===== config.mk =====
export PLATFORM = sky130hd
export DESIGN_NAME = tiny16_timer_flat
export DESIGN_NICKNAME = d
export VERILOG_FILES = /design/src/rtl/tiny16_bus_pkg.sv /design/src/rtl/tiny16_timer_if.sv /design/src/rtl/tiny16_bus_wait.sv /design/src/rtl/tiny16_timer.sv /design/src/flat_wrapper.sv
export SDC_FILE = /design/constraint.sdc
export NUM_CORES = 1
export LEC_CHECK = 0
export CELL_PAD_IN_SITES_DETAIL_PLACEMENT = 1
export CELL_PAD_IN_SITES_GLOBAL_PLACEMENT = 1
export CORE_MARGIN = 5
export CORE_UTILIZATION = 41
export DETAILED_ROUTE_END_ITERATION = 16
export MAX_ROUTING_LAYER = met4
export PLACE_DENSITY = 0.87
export REMOVE_ABC_BUFFERS = 1
export SYNTH_ARGS = -nofsm -noshare
export SYNTH_HDL_FRONTEND = slang
export SYNTH_SLANG_ARGS = --single-unit

===== constraint.sdc =====
create_clock -name clk -period 2.59 [get_ports clk]
set_clock_uncertainty 0.05 [all_clocks]
set_input_delay 0.3885 -clock clk [delete_from_list [all_inputs] [get_ports clk]]
set_output_delay 0.3885 -clock clk [all_outputs]
set_load 0.03 [all_outputs]

===== src/rtl/tiny16_bus_pkg.sv =====
// Shared definitions for tiny16 bus responders: register map, CTRL/STATUS
// bit positions, access FSM states and wait-state counter width.
package tiny16_bus_pkg;

    localparam int unsigned WAIT_W = 4;
    typedef logic [WAIT_W-1:0] wait_cnt_t;

    typedef enum logic [1:0] {
        ACC_IDLE = 2'd0,
        ACC_WAIT = 2'd1,
        ACC_DONE = 2'd2
    } acc_state_t;

    typedef enum logic [1:0] {
        REG_CTRL   = 2'd0,
        REG_RELOAD = 2'd1,
        REG_COUNT  = 2'd2,
        REG_STATUS = 2'd3
    } reg_idx_t;

    localparam int unsigned CTRL_ENABLE       = 0;
    localparam int unsigned CTRL_AUTO_RELOAD  = 1;
    localparam int unsigned CTRL_IRQ_EN       = 2;
    localparam int unsigned CTRL_PRESCALE_LSB = 8;
    localparam int unsigned CTRL_PRESCALE_MSB = 15;
    localparam int unsigned STATUS_EXPIRED    = 0;

    // A responder owns a 4-word window; the two low address bits pick the word.
    function automatic logic window_hit(input logic [15:0] addr, input logic [15:0] base);
        return addr[15:2] == base[15:2];
    endfunction

endpackage


===== src/rtl/tiny16_timer_if.sv =====
// tiny16 CPU bus as seen by one responder, plus its interrupt line.
interface tiny16_timer_if;
    logic [15:0] address;
    logic [15:0] data_in;
    logic [15:0] data_out;
    logic        rd;
    logic        wr;
    logic        ready;
    logic        interrupt;

    modport master (
        output address, data_in, rd, wr,
        input  data_out, ready, interrupt
    );

    modport slave (
        input  address, data_in, rd, wr,
        output data_out, ready, interrupt
    );
endinterface


===== src/rtl/tiny16_bus_wait.sv =====
// Access sequencer for a tiny16 bus responder: inserts WAIT_STATES wait
// cycles via ready and emits a single-cycle commit on the completing edge.
module tiny16_bus_wait
    import tiny16_bus_pkg::*;
#(
    parameter int unsigned WAIT_STATES = 1
) (
    input  logic        clk,
    input  logic        reset,
    input  logic        acc,
    input  logic [15:0] address,
    output logic        ready,
    output logic        commit
);
    localparam wait_cnt_t WS = wait_cnt_t'(WAIT_STATES);

    acc_state_t  state, state_nxt;
    wait_cnt_t   cnt, cnt_nxt;
    logic [15:0] addr_q, addr_nxt;
    logic        start;

    // A new access begins from IDLE, or from DONE when the address moved on.
    assign start = acc & ((state == ACC_IDLE) | ((state == ACC_DONE) & (address != addr_q)));

    // State register, wait counter and latched access address.
    always_ff @(posedge clk) begin
        if (!reset) begin
            state  <= ACC_IDLE;
            cnt    <= '0;
            addr_q <= '0;
        end else begin
            state  <= state_nxt;
            cnt    <= cnt_nxt;
            addr_q <= addr_nxt;
        end
    end

    // Next-state logic.
    always_comb begin
        state_nxt = state;
        cnt_nxt   = cnt;
        addr_nxt  = addr_q;
        case (state)
            ACC_IDLE, ACC_DONE: begin
                if (start) begin
                    addr_nxt = address;
                    if (WS == '0) begin
                        state_nxt = ACC_DONE;
                    end else begin
                        cnt_nxt   = WS - wait_cnt_t'(1);
                        state_nxt = ACC_WAIT;
                    end
                end else if (!acc) begin
                    state_nxt = ACC_IDLE;
                end
            end
            ACC_WAIT: begin
                if (!acc) begin
                    state_nxt = ACC_IDLE;
                end else if (cnt == '0) begin
                    state_nxt = ACC_DONE;
                end else begin
                    cnt_nxt = cnt - wait_cnt_t'(1);
                end
            end
            default: state_nxt = ACC_IDLE;
        endcase
    end

    // Outputs: ready stalls only a live access; commit marks the completing cycle.
    always_comb begin
        ready  = 1'b1;
        commit = 1'b0;
        case (state)
            ACC_IDLE: begin
                ready  = !(acc && (WS != '0));
                commit = acc && (WS == '0);
            end
            ACC_WAIT: begin
                ready  = !(acc && (cnt != '0));
                commit = acc && (cnt == '0);
            end
            ACC_DONE: begin
                commit = start && (WS == '0);
            end
            default: ;
        endcase
    end

endmodule


===== src/rtl/tiny16_timer.sv =====
// Memory-mapped 16-bit interval timer on the tiny16 bus: CTRL, RELOAD,
// COUNT and STATUS registers, prescaled tick, level interrupt on expiry.
module tiny16_timer
    import tiny16_bus_pkg::*;
#(
    parameter logic [15:0] BASE_ADDRESS = 16'hFF00,
    parameter int unsigned WAIT_STATES  = 1
) (
    input logic           clk,
    input logic           reset,
    tiny16_timer_if.slave bus
);
    logic        sel;
    logic        acc;
    logic        commit;
    logic        we;
    reg_idx_t    reg_idx;
    logic        wr_ctrl, wr_reload, wr_count, wr_status;

    logic        ctrl_enable;
    logic        ctrl_auto_reload;
    logic        ctrl_irq_en;
    logic [7:0]  ctrl_prescale;
    logic [7:0]  pre;
    logic [15:0] reload_q;
    logic [15:0] count_q;
    logic        expired;
    logic        tick;
    logic        expire;

    // Address decode and per-register write strobes for the committing access.
    always_comb begin
        sel       = window_hit(bus.address, BASE_ADDRESS);
        acc       = sel & (~bus.rd | ~bus.wr);
        reg_idx   = reg_idx_t'(bus.address[1:0]);
        we        = commit & ~bus.wr;
        wr_ctrl   = we & (reg_idx == REG_CTRL);
        wr_reload = we & (reg_idx == REG_RELOAD);
        wr_count  = we & (reg_idx == REG_COUNT);
        wr_status = we & (reg_idx == REG_STATUS);
    end

    tiny16_bus_wait #(
        .WAIT_STATES(WAIT_STATES)
    ) u_wait (
        .clk     (clk),
        .reset   (reset),
        .acc     (acc),
        .address (bus.address),
        .ready   (bus.ready),
        .commit  (commit)
    );

    // Tick when the running prescaler hits zero; expiry is a tick at COUNT zero.
    always_comb begin
        tick   = ctrl_enable & (pre == '0);
        expire = tick & (count_q == '0);
    end

    // CTRL register; a bus write overrides the one-shot enable clear.
    always_ff @(posedge clk) begin
        if (!reset) begin
            ctrl_enable      <= 1'b0;
            ctrl_auto_reload <= 1'b0;
            ctrl_irq_en      <= 1'b0;
            ctrl_prescale    <= '0;
        end else if (wr_ctrl) begin
            ctrl_enable      <= bus.data_in[CTRL_ENABLE];
            ctrl_auto_reload <= bus.data_in[CTRL_AUTO_RELOAD];
            ctrl_irq_en      <= bus.data_in[CTRL_IRQ_EN];
            ctrl_prescale    <= bus.data_in[CTRL_PRESCALE_MSB:CTRL_PRESCALE_LSB];
        end else if (expire && !ctrl_auto_reload) begin
            ctrl_enable <= 1'b0;
        end
    end

    // Prescaler: restarts from the newly written prescale when enable rises.
    always_ff @(posedge clk) begin
        if (!reset) begin
            pre <= '0;
        end else if (wr_ctrl && bus.data_in[CTRL_ENABLE] && !ctrl_enable) begin
            pre <= bus.data_in[CTRL_PRESCALE_MSB:CTRL_PRESCALE_LSB];
        end else if (ctrl_enable) begin
            pre <= (pre == '0) ? ctrl_prescale : pre - 8'd1;
        end
    end

    // RELOAD register.
    always_ff @(posedge clk) begin
        if (!reset) begin
            reload_q <= '0;
        end else if (wr_reload) begin
            reload_q <= bus.data_in;
        end
    end

    // COUNT register; a bus write takes priority over a tick on the same edge.
    always_ff @(posedge clk) begin
        if (!reset) begin
            count_q <= '0;
        end else if (wr_count) begin
            count_q <= bus.data_in;
        end else if (tick) begin
            if (count_q != '0) begin
                count_q <= count_q - 16'd1;
            end else if (ctrl_auto_reload) begin
                count_q <= reload_q;
            end
        end
    end

    // STATUS.expired: write-1-to-clear, but a simultaneous expiry keeps it set.
    always_ff @(posedge clk) begin
        if (!reset) begin
            expired <= 1'b0;
        end else if (expire) begin
            expired <= 1'b1;
        end else if (wr_status && bus.data_in[STATUS_EXPIRED]) begin
            expired <= 1'b0;
        end
    end

    // Read mux; drives zero when the window is not selected so it can be OR-combined.
    always_comb begin
        bus.data_out = '0;
        if (sel) begin
            case (reg_idx)
                REG_CTRL: begin
                    bus.data_out[CTRL_PRESCALE_MSB:CTRL_PRESCALE_LSB] = ctrl_prescale;
                    bus.data_out[CTRL_IRQ_EN]      = ctrl_irq_en;
                    bus.data_out[CTRL_AUTO_RELOAD] = ctrl_auto_reload;
                    bus.data_out[CTRL_ENABLE]      = ctrl_enable;
                end
                REG_RELOAD: bus.data_out = reload_q;
                REG_COUNT:  bus.data_out = count_q;
                REG_STATUS: bus.data_out[STATUS_EXPIRED] = expired;
                default: ;
            endcase
        end
    end

    // Level interrupt derived from registered state only.
    always_comb begin
        bus.interrupt = expired & ctrl_irq_en;
    end

endmodule


===== src/flat_wrapper.sv =====
// flat-port wrapper written by rule: the top's interface ports become plain ports
module tiny16_timer_flat import tiny16_bus_pkg::*;
#(
    parameter logic [15:0] BASE_ADDRESS = 16'hFF00,
    parameter int unsigned WAIT_STATES  = 1
)
  (clk, reset, bus_address, bus_data_in, bus_rd, bus_wr, bus_data_out, bus_ready, bus_interrupt);
  tiny16_timer_if bus_i ();
  input logic clk;
  input logic reset;
  input wire logic [$bits(bus_i.address)-1:0] bus_address;
  input wire logic [$bits(bus_i.data_in)-1:0] bus_data_in;
  input wire logic [$bits(bus_i.rd)-1:0] bus_rd;
  input wire logic [$bits(bus_i.wr)-1:0] bus_wr;
  output wire logic [$bits(bus_i.data_out)-1:0] bus_data_out;
  output wire logic [$bits(bus_i.ready)-1:0] bus_ready;
  output wire logic [$bits(bus_i.interrupt)-1:0] bus_interrupt;
  assign bus_i.address = bus_address;
  assign bus_i.data_in = bus_data_in;
  assign bus_i.rd = bus_rd;
  assign bus_i.wr = bus_wr;
  assign bus_data_out = bus_i.data_out;
  assign bus_ready = bus_i.ready;
  assign bus_interrupt = bus_i.interrupt;
  tiny16_timer #(.BASE_ADDRESS(BASE_ADDRESS), .WAIT_STATES(WAIT_STATES)) u_core (.clk(clk), .reset(reset), .bus(bus_i));
endmodule

==> results of run 1 <==
[repair_timing]
action,4_1_cts,5_1_grt
pin swaps,12,8
endpoints found under the setup margin,17,56
resized for setup,60,23
setup buffers,1,0
hold endpoints to repair,0,0
[power groups by stage]
stage	Clock (mW)	Combinational, mW	Sequential, mW
final	0.893	0.203	1.14
after global routing	0.943	0.211	1.14
after CTS	0.896	0.195	1.14
after floorplan	0	0.0555	1.16
after global placement	0	0.185	1.16
after detailed placement	0	0.194	1.16
[worst min-delay path by stage]
stage	slack (ns)	endpoint	depth (start not counted)
6_report	0.43	u_core.u_wait.cnt[1]	2
5_1_grt	0.46	u_core.reload_q[2]	2
4_1_cts	0.43	u_core.reload_q[11]	2
3_5_place_dp	0.42	u_core.u_wait.addr_q[5]	1
3_3_place_gp	0.41	u_core.reload_q[15]	2
2_1_floorplan	0.39	u_core.expired	2
[worst max-delay path, stage by stage]
cell and delay (ns):
clkdlybuf4s50_1 0.48, nand4_1 0.15, or4_4 0.58, a21oi_2 0.18
nand2_1 0.08, clkdlybuf4s15_2 0.28
[stage by stage]
step / total power, mW / setup WS (ns) / setup TNS [ns] / hold WS, ns / util (%)
finish: 2.23 / 0.00549 / 0 / 0.433 / 55.4
global route: 2.29 / -0.0518 / -0.130 / 0.463 / 55.4
CTS: 2.23 / 0.00221 / 0 / 0.428 / 54.7
detailed placement: 1.36 / -0.508 / -22.41 / 0.420 / 51.4
global placement: 1.35 / -0.454 / -10.27 / 0.409 / 51.4
floorplan: 1.22 / -0.128 / -0.897 / 0.390 / -
[registers in the layout, summed over array words and instances, names as in the netlist]
register	count
u_core.u_wait.cnt	4
u_core.ctrl_auto_reload	1
u_core.u_wait.state	2
u_core.ctrl_irq_en	1
u_core.reload_q	16
u_core.expired	1
u_core.pre	8
u_core.ctrl_enable	1
u_core.ctrl_prescale	8
u_core.count_q	16
u_core.u_wait.addr_q	16
[cell type report]
type | instances | area [um2] | share of cell area, %
inverter | 12 | 45.0 | 0.799
timing repair buffer | 114 | 1040 | 18.4
antenna | 1 | 2.50 | 0.0444
clock inverter | 3 | 40.0 | 0.710
multi-input combinational | 414 | 2720 | 48.3
sequential | 74 | 1480 | 26.3
clock buffer | 13 | 139 | 2.46
tap | 136 | 170 | 3.02
[cells in the mapped netlist, types with 2 or more instances]
| cell | number |
|---|---|
| a21oi_1 | 56 |
| a222oi_1 | 11 |
| a22oi_1 | 11 |
| a31oi_1 | 7 |
| and2_1 | 8 |
| and3_1 | 4 |
| buf_2 | 6 |
| buf_4 | 2 |
| clkbuf_1 | 26 |
| dfxtp_1 | 74 |
| ha_1 | 11 |
| inv_1 | 11 |
| mux2_2 | 8 |
| mux2i_1 | 10 |
| nand2_1 | 59 |
| nand2b_1 | 3 |
| nand3_1 | 38 |
| nand4_1 | 7 |
| nor2_1 | 57 |
| nor3_1 | 12 |
| nor3b_1 | 4 |
| nor4_1 | 7 |
| nor4b_1 | 5 |
| o211ai_1 | 4 |
| o21a_1 | 9 |
| o21ai_0 | 10 |
| o22ai_1 | 6 |
| or3_1 | 2 |
| or4_1 | 8 |
| xnor2_1 | 19 |
| xor2_1 | 13 |
[layer usage]
layer  routed length (um)  up-vias  global-route usage [%]  part of all wire, %
met2                 8430      210                    44.9                   51
met4                  608        0                    12.9                  3.7
met1                 6600     2298                    32.5                   40
met3                 1000       54                    3.97                  6.0
li1                     -     2118                       -                    -
met5                    0        -                       -                    0
[cell families (layout without fill, tap and decap cells)]
group	count (synthesis)	in the layout	share of synthesized area [%]
xor gates and xnor gates	32	32	6.61
AOI/OAI and AO/OA	128	128	19.5
muxes	18	18	4.49
DFF	74	74	34.9
adders and majority gates	11	11	3.25
buffers and inverters	47	142	4.52
and+or+nand+nor	225	225	26.7
other	0	1	0
==> metrics.txt, run 1 <==
status=finished clean; Top Ports=54; TritonCTS clock tree=built; port bufs=53; die area=0.0125 mm2; instance count of the mapped netlist=~540; row cnt=37; fill count=approximately 1200; Critical Path Sink=bus_ready; Final Cycle Share=between 90 and 100%; R2R Path Start=u_core.u_wait.cnt[0]; maximum VDD drop=0.174 mV; combinational share of power=9.1%; hpwl dp=between 10000 and 15000 um; drt total wl=between 15000 and 20000 um; Synth area leader=dfxtp_1; DR DRC count=0; net switching power=0.557 mW; min-delay src=u_core.u_wait.cnt[1]; minimum clock period=2.58 ns; Critical R2R Capture=u_core.count_q[0]; GP Congestion=approximately 0.84; Via Count=between 4000 and 5000; clk root buf=clkbuf_8; design area=about 0.0056 mm2; nets@finish=between 600 and 700; asr flop ratio synth=0%; Final Hold Fails=0; critical path fanouts, max=2; synthesized cell area=0.00424 mm2; Pleak=2.12 nW; switching share of power=25.0%; Top FF cell, synth=dfxtp_1; EDFF count, synth=0; ratio of cells with drive above 1 in the final layout=21.7%; gr usage total=between 20% and 30%; Synth cell types=58; # hold bufs at CTS=0; first-pass GRT wire length=approximately 27000 um; die width=112 um; top cells by area, synth=dfxtp_1 (35%), a21oi_1 (6.6%), nand2_1 (5.2%); Slew headroom=between 50% and 60%; Final ANT Viol Nets=0; Finished Layout Cells=between 700 and 800; Iter 0 DRT Violations=490; crit end category=primary output; drt pass-1 iters=5; placed cell area=about 0.0052 mm2; Initial Utilization=between 40% and 50%; Worst EP required=2.15 ns; DP Cell Count=roughly 750; TritonCTS Buffers=9; clock power share=40.0%; Chip Height=112 um; worst path arrival time=2.15 ns; RSZ-0062 raised after global routing=yes; Overflow after GRT=0; synth warn=0; f_max=roughly 390 MHz; Slew Viols, Final=0; #FFs+latches synth=74; internal power=1.67 mW; HP Class=reg2reg; Core ar.=0.0102 mm2; R2R cell count=9; R2R setup slack=between 0.1 and 0.15 ns; synth-to-layout area growth=33.1%; vias in the first global route=about 5000; max-cap viol count=0; WL per Instance=around 22 um; initial antenna violation count=0; CTS Sinks=between 70 and 80; syn_area_per_cell=roughly 7.9 um2; CTS clock-pin slew for the worst setup and hold paths=approximately 0.080 ns; largest net degree at the start of global routing=37; worst slew pin tran=around 0.64 ns; Power per Cell Area=slightly below 400 mW/mm2; Vias/cell=about 6; worst skew pair latency=0.36 ns; Final setup viols=0; Seq/Total Area, Yosys=a little over a third; critical path type=in2out; Sequential Power Share=50.9%; most frequent cells in the layout=dfxtp_1 (74), buf_4 (59), nand2_1 (57); H-tree depth=3; clock tree buffer depth=2; Yosys top cell area share=a little over a third; CP Launch Type=primary input; CP Launch Point=bus_address[10]; commonest non-fill, non-tap cell in the layout=dfxtp_1
Note: power is estimated with default switching activity, not from simulation.
==> inputs of run 2 (changes only) <==
- CORE_MARGIN: 5 -> 1
==> run 2 against run 1 <==
The run now ends with negative setup slack left. First-iteration DRC count fell by 0.61%. Sequential power barely moved. Largest cell class unchanged. Register-to-register slack got worse by 0.04 ns. Wire length rose by 7.9%. Global-route usage rose by 7.3 points. Clock power rose by 11%. Sequential share of layout area fell by 0.51 points. Via count rose by 4.4%. Non-clock buffer count rose by 8. Combinational power rose by 3%. Critical endpoint unchanged. Flip-flop and latch count did not move.
==> metrics.txt, run 2 (synthesis gave the netlist of run 1 again) <==
met3 GRT Util=6.48% (+2.5 points); HP Class=reg2reg; Max stage delay on crit path=0.53 ns (-0.05 ns); first-pass GRT wire length=28300 um (+6.5%); Slew headroom=55.7% (-1.3 points); initial antenna violation count=0 (unchanged); TritonCTS clock tree=built; fill count=1150 (-7.0%); vias in the first global route=5156 (+3.5%); switching share of power=24.9% (-0.094 points); Pleak=2.17 nW (+2.2%); Vias/cell=6.35 (+4.0%); net switching power=0.580 mW (+4.1%); final setup margin=-0.00330 ns (-0.00879 ns); nets@finish=680 (+1.2%); Top Usage Layer GRT=met2; clock power share=42.3% (+2.3 points); WL per Instance=23.3 um (+7.5%); critical path type=in2out; crit end category=primary output; GP Congestion=0.894 (+5.8%); minimum clock period=2.59 ns (+0.00879 ns); Sequential Power Share=48.7% (-2.2 points); Initial Utilization=42.8% (+1.2 points); GR Layer Usage met1=39.5% (+7.0 points); Slew Viols, Final=0 (unchanged); clk root buf=clkbuf_8; max-cap viol count=0 (unchanged); RSZ-0062 raised after global routing=yes; status=finished with violations; die area=0.0107 mm2 (-14%); CP max stage cell=or4_4; internal power=1.75 mW (+4.6%); gr usage total=34.5% (+7.3 points); port bufs=53 (unchanged); Top Ports=54 (unchanged); Final ANT Viol Nets=0 (unchanged); Core ar.=0.00991 mm2 (-2.7%); Worst EP required=2.15 ns (about the same); ant diodes=0 (-1); maximum VDD drop=0.275 mV (+58%); clock tree buffer depth=2 (unchanged); pre-CTS setup slack=-0.525 ns (-0.0176 ns); hpwl dp=10800 um (-4.7%); critical-path cell list=clkdlybuf4s50_1 > nand4_1 > buf_4 > or4_4 > a21oi_2 > nand2_1 > buf_2; ratio of cells with drive above 1 in the final layout=22.8% (+1.0 points); Seq. cell area=0.00148 mm2 (unchanged); # hold bufs at CTS=0 (unchanged); DR DRC count=0 (unchanged); synth-to-layout area growth=35.7%; f_max=386 MHz (-0.34%); drt pass-1 iters=6 (+1); critical path fanouts, max=2 (unchanged); GRT met2 Usage=57.6% (+13 points); drt total wl=18000 um (+7.9%); CTS Sinks=74 (unchanged); Final Cycle Share=100% (+0.34 points); row cnt=36 (-2.7%); die width=104 um (-7.2%); Iter 0 DRT Violations=487 (-0.61%); H-tree depth=3 (unchanged); Overflow after GRT=0 (unchanged); violated checks=negative setup slack; commonest non-fill, non-tap cell in the layout=dfxtp_1; Power per Cell Area=405 mW/mm2 (+2.4%); worst slew pin tran=0.663 ns (+0.0223 ns); CP Launch Type=primary input; TritonCTS Buffers=9 (unchanged); post-layout power=2.33 mW (+4.5%); Final Hold Fails=0 (unchanged); Hold Worst Slack=0.438 ns (+0.00550 ns); most frequent cells in the layout=dfxtp_1 (74), buf_4 (65), nand2_1 (58); Chip Height=104 um (-7.2%); R2R cell count=8 (-1); hold depth=2 (unchanged); combinational share of power=8.9% (-0.2 points); largest net degree at the start of global routing=33 (-11%); worst skew pair latency=0.38 ns (+0.02 ns); area taken by multi-input logic gates=0.00275 mm2 (+0.92%); Via Count=4887 (+4.4%); Final setup viols=1 (+1); biggest regs=u_core.count_q (16), u_core.reload_q (16), u_core.u_wait.addr_q (16); worst path arrival time=2.15 ns (about the same); CTS clock-pin slew for the worst setup and hold paths=0.08 ns (about the same)
[run 2: power groups by stage]
stage	Sequential, mW	Clock (mW)	Combinational, mW
floorplan	1.16	0	0.0555
detailed placement	1.16	0	0.191
global placement	1.16	0	0.184
CTS	1.14	0.973	0.195
global route	1.14	1.03	0.217
finish	1.14	0.987	0.209
[run 2: cell type report]
| type | count | share of cell area (%) |
|---|---|---|
| multi-input combinational | 414 | 47.8 |
| sequential | 74 | 25.8 |
| timing repair buffer | 122 | 19.2 |
| clock buffer | 13 | 2.94 |
| tap | 133 | 2.89 |
| inverter | 12 | 0.783 |
| clock inverter | 2 | 0.609 |
[run 2: per-layer routing]
metal  vias up  wire (um)  part of all wire (%)
li1       2130          -                     -
met1      2379       6980                    39
met2       291       8680                    48
met3        87       1390                   7.7
met4         0        913                   5.1
met5         -          0                     0
[run 2: worst paths after layout]
| check | slack (ns) | endpoint | start |
|---|---|---|---|
| hold reg to reg | 0.44 | u_core.reload_q[4] | u_core.reload_q[4] |
| hold / removal | 0.44 | u_core.reload_q[4] | u_core.reload_q[4] |
| setup reg to reg | 0.09 | u_core.count_q[10] | u_core.pre[0] |
| setup / recovery | -0.003 | bus_ready | bus_address[10] |
[run 2: repair_timing]
item	4_1_cts	5_1_grt
endpoints found under the setup margin	16	55
setup buffers	5	1
pin swaps	17	3
gates cloned	1	0
endpoints found under the hold margin	0	0
resized for setup	50	25
[run 2: critical path: cells and delay by family]
family / cells / cell delay (ns)
buffers and inverters: 3 / 0.86
AOI/OAI and AO/OA: 1 / 0.14
and+or+nand+nor: 3 / 0.77
[run 2: per-stage QoR]
stage | TNS, ns | area, um2 | util, % | cells
2_1_floorplan | -0.897 | 4090 | - | 500
3_3_place_gp | -12.91 | 5260 | 53.1 | 748
3_5_place_dp | -21.07 | 5260 | 53.1 | 748
4_1_cts | 0 | 5650 | 57.0 | 769
5_1_grt | -0.211 | 5750 | 58.1 | 770
6_report | -0.00330 | 5750 | 58.1 | 770
